===== config.mk =====
export PLATFORM = sky130hd
export DESIGN_NAME = dcache_ctrl
export DESIGN_NICKNAME = d
export VERILOG_FILES = /design/src/rtl/dcache_pkg.sv /design/src/rtl/dcache_array.sv /design/src/rtl/dcache_ctrl.sv
export SDC_FILE = /design/constraint.sdc
export NUM_CORES = 1
export LEC_CHECK = 0
export BUFFER_PORTS_ARGS = -buffer_cell sky130_fd_sc_hd__buf_2
export CORE_MARGIN = 8
export CORE_UTILIZATION = 49
export CTS_CLUSTER_SIZE = 12
export DETAILED_ROUTE_END_ITERATION = 12
export GPL_TIMING_DRIVEN = 0
export PLACE_DENSITY = 0.77
export SLEW_MARGIN = 20
export SYNTH_ARGS = -nofsm -noshare
export SYNTH_HDL_FRONTEND = slang
export SYNTH_SLANG_ARGS = --single-unit

===== constraint.sdc =====
create_clock -name clk -period 8.2 [get_ports clk]
set_input_delay 1.23 -clock clk [delete_from_list [all_inputs] [get_ports clk]]
set_output_delay 1.23 -clock clk [all_outputs]
set_load 0.01 [all_outputs]

===== src/rtl/dcache_pkg.sv =====
// Shared types and helpers for the direct-mapped write-through data cache.
// Byte lanes are big-endian: lane [0] carries bits 31:24.
package dcache_pkg;

    typedef enum logic [1:0] {
        IDLE  = 2'd0,
        FILL  = 2'd1,
        WRITE = 2'd2,
        WACK  = 2'd3
    } state_t;

    localparam int DEF_INDEX_BITS = 4;
    localparam int WORD_OFFSET_BITS = 2;

    typedef logic [0:3][7:0] bytes_t;

    function automatic int tag_bits(input int index_bits);
        return 32 - index_bits - WORD_OFFSET_BITS;
    endfunction

    function automatic logic [31:0] pack_bytes(input bytes_t b);
        return {b[0], b[1], b[2], b[3]};
    endfunction

    function automatic bytes_t unpack_bytes(input logic [31:0] w);
        bytes_t b;
        b[0] = w[31:24];
        b[1] = w[23:16];
        b[2] = w[15:8];
        b[3] = w[7:0];
        return b;
    endfunction

endpackage


===== src/rtl/dcache_array.sv =====
// Tag/valid/data storage: combinational lookup, single synchronous write port.
// Valid bits clear asynchronously on reset; tag and data contents are don't-care until valid.
module dcache_array
    import dcache_pkg::*;
#(
    parameter int INDEX_BITS = DEF_INDEX_BITS,
    parameter int TAG_BITS   = tag_bits(DEF_INDEX_BITS)
) (
    input  logic                  clk,
    input  logic                  rst_b,
    input  logic [INDEX_BITS-1:0] rd_index,
    input  logic [TAG_BITS-1:0]   rd_tag,
    output logic                  rd_hit,
    output logic [31:0]           rd_data,
    input  logic                  wr_en,
    input  logic [INDEX_BITS-1:0] wr_index,
    input  logic [TAG_BITS-1:0]   wr_tag,
    input  logic [31:0]           wr_data
);

    localparam int LINES = 1 << INDEX_BITS;

    logic [LINES-1:0]    valid;
    logic [TAG_BITS-1:0] tags [LINES];
    logic [31:0]         data [LINES];

    always_ff @(posedge clk or negedge rst_b) begin
        if (!rst_b) begin
            valid <= '0;
        end else if (wr_en) begin
            valid[wr_index] <= 1'b1;
        end
    end

    always_ff @(posedge clk) begin
        if (wr_en) begin
            tags[wr_index] <= wr_tag;
            data[wr_index] <= wr_data;
        end
    end

    assign rd_hit  = valid[rd_index] && (tags[rd_index] == rd_tag);
    assign rd_data = data[rd_index];

endmodule


===== src/rtl/dcache_ctrl.sv =====
// Write-through, no-write-allocate cache FSM; hits return same cycle, misses/stores stall MEM_LATENCY+1.
// Backpressure: stall is combinational from state and request, held until data or write ack.
module dcache_ctrl
    import dcache_pkg::*;
#(
    parameter int INDEX_BITS  = DEF_INDEX_BITS,
    parameter int MEM_LATENCY = 4
) (
    input  logic            clk,
    input  logic            rst_b,
    input  logic [31:0]     cpu_addr,
    input  logic [31:0]     cpu_wdata,
    input  logic            cpu_read,
    input  logic            cpu_write,
    output logic [31:0]     cpu_rdata,
    output logic            stall,
    output logic [31:0]     mem_addr,
    output logic [0:3][7:0] mem_data_in,
    input  logic [0:3][7:0] mem_data_out,
    output logic            mem_write_en,
    output logic [31:0]     hit_count,
    output logic [31:0]     miss_count
);

    localparam int TAG_BITS = tag_bits(INDEX_BITS);
    localparam int CNT_W    = (MEM_LATENCY > 1) ? $clog2(MEM_LATENCY) : 1;
    localparam logic [CNT_W-1:0] CNT_LOAD = CNT_W'(MEM_LATENCY - 1);

    state_t                state, state_nxt;
    logic [CNT_W-1:0]      cnt;
    logic                  cnt_done;
    logic [31:0]           rdata_q;

    logic [INDEX_BITS-1:0] cpu_index;
    logic [TAG_BITS-1:0]   cpu_tag;
    logic                  arr_hit;
    logic [31:0]           arr_data;
    logic                  wr_en;
    logic [INDEX_BITS-1:0] wr_index;
    logic [TAG_BITS-1:0]   wr_tag;
    logic [31:0]           wr_data;

    logic                  write_req, read_hit, read_miss;
    logic                  unused_addr_lsb;

    assign cpu_index       = cpu_addr[INDEX_BITS+1:2];
    assign cpu_tag         = cpu_addr[31:INDEX_BITS+2];
    assign unused_addr_lsb = ^cpu_addr[1:0];
    assign cnt_done        = (cnt == '0);

    // A store takes priority over a simultaneous load.
    assign write_req = (state == IDLE) && cpu_write;
    assign read_hit  = (state == IDLE) && cpu_read && !cpu_write && arr_hit;
    assign read_miss = (state == IDLE) && cpu_read && !cpu_write && !arr_hit;

    assign cpu_rdata = read_hit ? arr_data : rdata_q;

    dcache_array #(
        .INDEX_BITS (INDEX_BITS),
        .TAG_BITS   (TAG_BITS)
    ) u_array (
        .clk      (clk),
        .rst_b    (rst_b),
        .rd_index (cpu_index),
        .rd_tag   (cpu_tag),
        .rd_hit   (arr_hit),
        .rd_data  (arr_data),
        .wr_en    (wr_en),
        .wr_index (wr_index),
        .wr_tag   (wr_tag),
        .wr_data  (wr_data)
    );

    // Line write: store-hit update from the core, or fill from the registered miss address.
    always_comb begin
        wr_en    = 1'b0;
        wr_index = cpu_index;
        wr_tag   = cpu_tag;
        wr_data  = cpu_wdata;
        if (write_req && arr_hit) begin
            wr_en = 1'b1;
        end else if ((state == FILL) && cnt_done) begin
            wr_en    = 1'b1;
            wr_index = mem_addr[INDEX_BITS+1:2];
            wr_tag   = mem_addr[31:INDEX_BITS+2];
            wr_data  = pack_bytes(mem_data_out);
        end
    end

    always_comb begin
        state_nxt = state;
        stall     = 1'b0;
        case (state)
            IDLE: begin
                if (cpu_write) begin
                    stall     = 1'b1;
                    state_nxt = WRITE;
                end else if (read_miss) begin
                    stall     = 1'b1;
                    state_nxt = FILL;
                end
            end
            FILL: begin
                stall = 1'b1;
                if (cnt_done) state_nxt = IDLE;
            end
            WRITE: begin
                stall = 1'b1;
                if (cnt_done) state_nxt = WACK;
            end
            WACK: begin
                state_nxt = IDLE;
            end
            default: state_nxt = IDLE;
        endcase
    end

    always_ff @(posedge clk or negedge rst_b) begin
        if (!rst_b) begin
            state        <= IDLE;
            cnt          <= '0;
            mem_addr     <= '0;
            mem_data_in  <= '0;
            mem_write_en <= 1'b0;
            rdata_q      <= '0;
            hit_count    <= '0;
            miss_count   <= '0;
        end else begin
            state <= state_nxt;
            if ((state == IDLE) && (state_nxt != IDLE)) begin
                cnt      <= CNT_LOAD;
                mem_addr <= {cpu_addr[31:2], 2'b00};
            end else if (((state == FILL) || (state == WRITE)) && !cnt_done) begin
                cnt <= cnt - CNT_W'(1);
            end
            if (write_req) begin
                mem_data_in  <= unpack_bytes(cpu_wdata);
                mem_write_en <= 1'b1;
            end else if ((state == WRITE) && cnt_done) begin
                mem_write_en <= 1'b0;
            end
            if (read_hit) begin
                rdata_q   <= arr_data;
                hit_count <= hit_count + 32'd1;
            end
            if (read_miss) begin
                miss_count <= miss_count + 32'd1;
            end
        end
    end

endmodule


; ---- Word-level counts from Yosys, hierarchy flattened
; Memory sizes are Yosys's and may differ from the RTL's.
; Index checks and enable logic that the tools add are counted.
[classes]
reduce_logical = 22
n_mux = 27
eq_ne = 4
n_bitwise = 1
addsub = 3
order_cmp = 3
[ops]
columns = operator, n
row1 = 2-to-1 mux 32 bit, 3
row2 = adder 32 x 1 -> 32 bit (second input constant), 2
row3 = 2-to-1 mux 26 bit, 2
row4 = equality test 26 bit, 1
row5 = bitwise OR 16 bit, 1
row6 = logical AND 1 bit, 12
row7 = 2-to-1 mux 2 bit, 6
row8 = < comparator 4 x 5 -> 1 bit (second input constant), 2
row9 = 2-to-1 mux 1 bit, 10
row10 = 2-to-1 mux 4 bit, 2
row11 = case mux 2 bit (4 select lines), 1
row12 = nonzero test 2 bit, 3
row13 = binary-select mux 1 bit (select 4 bit), 1
row14 = demux 1 bit (select 4 bit), 1
row15 = equality test 2 bit (second input constant), 2
row16 = greater-or-equal comparator 4 x 1 -> 1 bit (second input constant), 1
row17 = logical NOT 2 bit, 2
row18 = logical NOT 1 bit, 3
row19 = equality test 2 x 1 -> 1 bit (second input constant), 1
row20 = case mux 1 bit (2 select lines), 1
row21 = OR reduction 2 bit, 1
row22 = subtractor 2 x 1 -> 2 bit (second input constant), 1
row23 = logical OR 1 bit, 1
[word_totals]
register_bits = 179
out_inout_bits = 162
wordCells = 74
ram_bits = 928
mem_count = 2
in_bits = 100
[memory_table]
columns = name, depth, word_bits, rd, rd_ports_with_merged_regs, write_ports, line
row1 = u_array.data, 16, 32, 1, 0, 1, dcache_array.sv:25  ; logic [31:0] data [LINES];
row2 = u_array.tags, 16, 26, 1, 0, 1, dcache_array.sv:24  ; logic [TAG_BITS-1:0] tags [LINES];

; ---- Depth between registers and ports, before layout
[depth]
ltp_word = 11
ltp_mapped = 17
depth_no_buf = 10

; ---- Modules after synthesis
; A second synthesis with hierarchy kept.
[hier_totals]
hier_cells = 2173
area_unflattened_um2 = 44008.5
[modules_own_cells]
columns = module, cells_per_inst, instances, seq_area_each_um2, area_each_um2
row1 = dcache_array, 1530, 1, 28267.1, 36450.0
row2 = dcache_ctrl, 643, 1, 4078.9, 7558.5

; ---- Worst setup path before layout
; OpenSTA, ideal clock, no wires.
[synth_timing]
path_kind = input port to flip-flop
from = input port cpu_addr[2]
to = memory u_array.data[1][0] (enable)
stages = 15
n_path_buf = 6
setup_slack_ns = 1.033
required_ns = 7.726
arrival_time_ns = 6.693
setup_time_ns = 0.474
cell_sequence = buf_6 buf_6 buf_4 buf_6 clkbuf_1 mux2i_1 o22a_1 nor2_1 a2111oi_0 nand4_1 or4_1 buf_4 and2_4 mux2i_2 nor2_1
[synth_via]
elab_chain_cells = 7
word_cells_on_any_way = 11
cone_classes = eq/ne: 1 / mux: 7 / reduce/logical: 2 / memory: 1
[synth_lines]
columns = item, line
row1 = from (decl), dcache_ctrl.sv:11  ; input logic [31:0] cpu_addr,
row2 = memory (16 x 26 bit) or binary-select mux 1 bit (select 4 bit) (tied branches), -
row3 = equality test 26 bit or 2-to-1 mux 1 bit (tied branches), dcache_array.sv:42  ; assign rd_hit = valid[rd_index] && (tags[rd_index] == rd_tag);
row4 = logical AND 1 bit, dcache_array.sv:42
row5 = logical AND 1 bit, dcache_ctrl.sv:80  ; if (write_req && arr_hit) begin
row6 = 2-to-1 mux 1 bit, dcache_ctrl.sv:80
row7 = 2-to-1 mux 1 bit, dcache_array.sv:36  ; if (wr_en) begin
row8 = 2-to-1 mux 1 bit (not written as such), dcache_array.sv:38  ; data[wr_index] <= wr_data;
row9 = to (decl), dcache_array.sv:25
; Parallel ways exist; a longest one is shown, timed or not. The select of a mux whose other input is x is not followed.

; ---- Final worst setup path
[layout_timing]
from = input port cpu_addr[3]
to = output port cpu_rdata[19]
[layout_via]
elab_chain_cells = 5
word_cells_on_any_way = 8
cone_classes = eq/ne: 1 / mux: 3 / reduce/logical: 2 / memory: 2
[layout_lines]
columns = item, line
row1 = memory (16 x 26 bit) or binary-select mux 1 bit (select 4 bit) (tied branches), -
row2 = equality test 26 bit or 2-to-1 mux 1 bit (tied branches), dcache_array.sv:42
row3 = logical AND 1 bit, dcache_array.sv:42
row4 = logical AND 1 bit, dcache_ctrl.sv:53  ; assign read_hit = (state == IDLE) && cpu_read && !cpu_write && arr_hit;
row5 = 2-to-1 mux 32 bit (*), -
row6 = to (decl), dcache_ctrl.sv:15  ; output logic [31:0] cpu_rdata,
; Every way passes the cells marked *; elsewhere a longest branch is shown, timed or not. The select of a mux whose other input is x is not followed.

==> results.md <==
* Nets at 2748
* Routed WL at 120000 um
* CP Max Fanout at 10
* Layout Utilization at 58.4%
* Main synth FF type: edfxtp_1
* Drt wl/cell at 30.6 um
* # hold bufs at CTS at 0
* Worst setup EP type: primary output
* Global Route Usage Sum at 23.6%
* Post-route minimum period at 8120 ps
* Clock-pin slew on the worst setup and hold paths at 60 ps
* Pleak at 18.8 nW
* Synth Register Bits at 1107
* Gpl congestion at 0.857
* Warnings, synthesis at 0
* R2R depth at 14
* Finish-stage setup viols at 0
* DRC violations left at 0
* Number of synthesized flops with an enable pin at 928
* Detail-routed via count per cell at 6.16
* Final Hold Fails at 0
* Syn-to-layout area delta at 18.2%
* CTS Sinks at 1107
* Synth cell types at 65
* Largest cells by area after synthesis: edfxtp_1, mux4_2, dfrtp_1
* # rows at 110
* Share of the synthesized area in the top cell type at 62.8%
* Finished Cell Area at 0.0524 mm^2
* Detail Route Antenna Nets at 0
* Initial Util at 49.4%
* Critical Path, Cell by Cell: buf_4 > buf_4 > buf_4 > buf_4 > buf_2 > buf_2 > mux2i_1 > xor2_1 > a21oi_1 > and4_1 > nand4_1 > clkbuf_1 > buf_1 > mux2_2 > buf_2
* Worst setup SP type: primary input
* Vias at 24100
* DRT Pass-1 Iters at 6
* WP data arrival at 6890 ps
* DR iter-0 viols at 3339
* Die height at 317 um
* Total chip power at 0.0131 W
* Vias in the first global route at 25100
* TritonCTS buffer count at 112
* Root buffer cell: clkbuf_16
* CP startpoint: cpu_addr[3]
* Avg Inst Size Synth at 20.1 um^2
* Max Cap Viol at 0
* Mapped Cells at 2210
* Worst Path Required at 6970 ps
* Final period util at 99.1%
* Clock Skew at 50.4 ps
* Pin count of the biggest net entering global routing at 97
* Slew Limit Fails at 0
* DP HPWL at 77300 um
* CP most frequent cell: buf_4
* Fmax at 0.123 GHz
* First-pass GRT wire length at 171000 um
* Post-DP Area at 0.0488 mm^2
* FF-to-FF Start: u_array.tags[14][21]
* Async SR Flop Fraction at 16.2%
* Reg2reg end: u_array.data[11][10]
* Die W at 317 um
* CTS Buffer Depth at 3
* Die ar. at 0.100 mm^2
* Post-CTS setup repair buffer count at 0
* IO Pins at 262
* Dominant cell type by area after synthesis: edfxtp_1
* VDD IR max at 217 uV
* Hold WS at 406 ps
* R2R setup slack at 2930 ps
* Status: finished clean
* Share of layout cells above drive strength 1 at 33.5%
* PD cells at 251 mW/mm^2
* Worst-Skew Late Latency at 700 ps
* Global route overflow at 0
* Slew @ Worst Pin at 1090 ps
* Worst Hold Class: in -> async
* Fill cell count at 6287
* Max-slew headroom at 27.7%
* # resized after CTS at 0
* Kind of critical path: in -> out
* Setup_tns at 0 ps
* RSZ-0062 raised after global routing: no
* Critical Path Max Stage Delay at 870 ps
* H-tree depth at 3
* Sequential share of the synthesized area at 72.9%
* CTS tree: done
* Port buffer count at 252
* Slowest cell on the critical path: buf_1
* Cell area after synthesis at 0.0444 mm^2
* Initial antenna violation count at 6
* Core area at 0.0899 mm^2
power breakdown:
group          leakage (nW)  internal [W]  switching (W)
sequential             10.6       0.00638       0.000168
combinational          6.42      0.000661       0.000950
clock                  1.73       0.00287        0.00212
layout make-up:
class,instances,area (um^2),share of cell area [%]
clock buffer,177,3160,6.02
clock inverter,33,429,0.818
inverter,34,128,0.243
tap,1176,1470,2.81
buffer,108,608,1.16
timing repair buffer,315,2870,5.47
sequential,1107,32300,61.7
antenna,4,10.0,0.0191
multi-input combinational,962,11400,21.8
kinds of logic (layout without fill, tap and decap cells):
group	Yosys count	after routing	share of synthesized area, %
flip-flops	1107	1107	72.9
multiplexers	491	491	18.4
other	1	6	0.00845
adder cells (fa/ha/maj)	8	8	0.226
buffers and inverters	142	667	1.63
AND/OR/NAND/NOR	253	253	2.98
XOR/XNOR	94	94	1.86
AO/OA/AOI/OAI	114	114	1.97
how the worst max path moves through the flow:
stage | depth (start not counted) | end
after detailed placement | 15 | cpu_rdata[19]
after CTS | 15 | cpu_rdata[19]
after floorplan | 15 | u_array.data[1][0]
after global routing | 15 | cpu_rdata[19]
after global placement | 15 | u_array.data[5][4]
final | 15 | cpu_rdata[19]
cells in the mapped netlist, drive strengths merged (7+ instances only):
master / number
inv: 32
mux2: 159
ha: 8
a22o: 7
dfrtp: 179
xnor2: 33
nor3: 42
xor2: 61
mux4: 231
a22oi: 25
a21oi: 17
nand2: 48
and3: 15
buf: 73
o21bai: 16
nand4: 9
clkbuf: 35
nor2: 43
nor4: 18
mux2i: 101
and4: 9
edfxtp: 928
o21ai: 9
nor2b: 9
nand3: 29
metal layers:
| metal | GRT usage (%) | part of all wire, % | vias up |
|---|---|---|---|
| met5 | 0 | 0.011 | - |
| met1 | 30.1 | 36 | 12600 |
| li1 | - | - | 9818 |
| met3 | 5.42 | 11 | 265 |
| met2 | 39.6 | 49 | 1464 |
| met4 | 8.54 | 3.6 | 2 |
worst max-delay path, delay by kind of cell:
kind,cells,cell delay (ps)
xor+xnor,1,370
mux,2,810
simple gates,2,620
buf+inv,9,3630
compound gates,1,160
metrics by stage:
| step | setup slack [ps] | instances |
|---|---|---|
| 6_report | 76.7 | 3916 |
| 2_1_floorplan | 1030 | 2211 |
| 4_1_cts | 200 | 3912 |
| 3_3_place_gp | -3780 | 3639 |
| 3_5_place_dp | 304 | 3702 |
| 5_1_grt | 52.9 | 3913 |
state kept, by name (all words and copies together) (netlist names):
name and cells:
cnt 2, u_array.data 512, state 2, u_array.tags 416
rdata_q 32, mem_data_in 32, mem_write_en 1, hit_count 32
mem_addr 30, miss_count 32, u_array.valid 16
layout by cell type, fill, tap and decap left out, drive strengths merged, types with 42 or more instances in the layout:
cell type	instances
buf	382
clkbuf	218
dfrtp	179
edfxtp	928
mux2	159
mux2i	101
mux4	231
nand2	48
nor2	43
nor3	42
xor2	61
(Power assumes the default switching activity.)
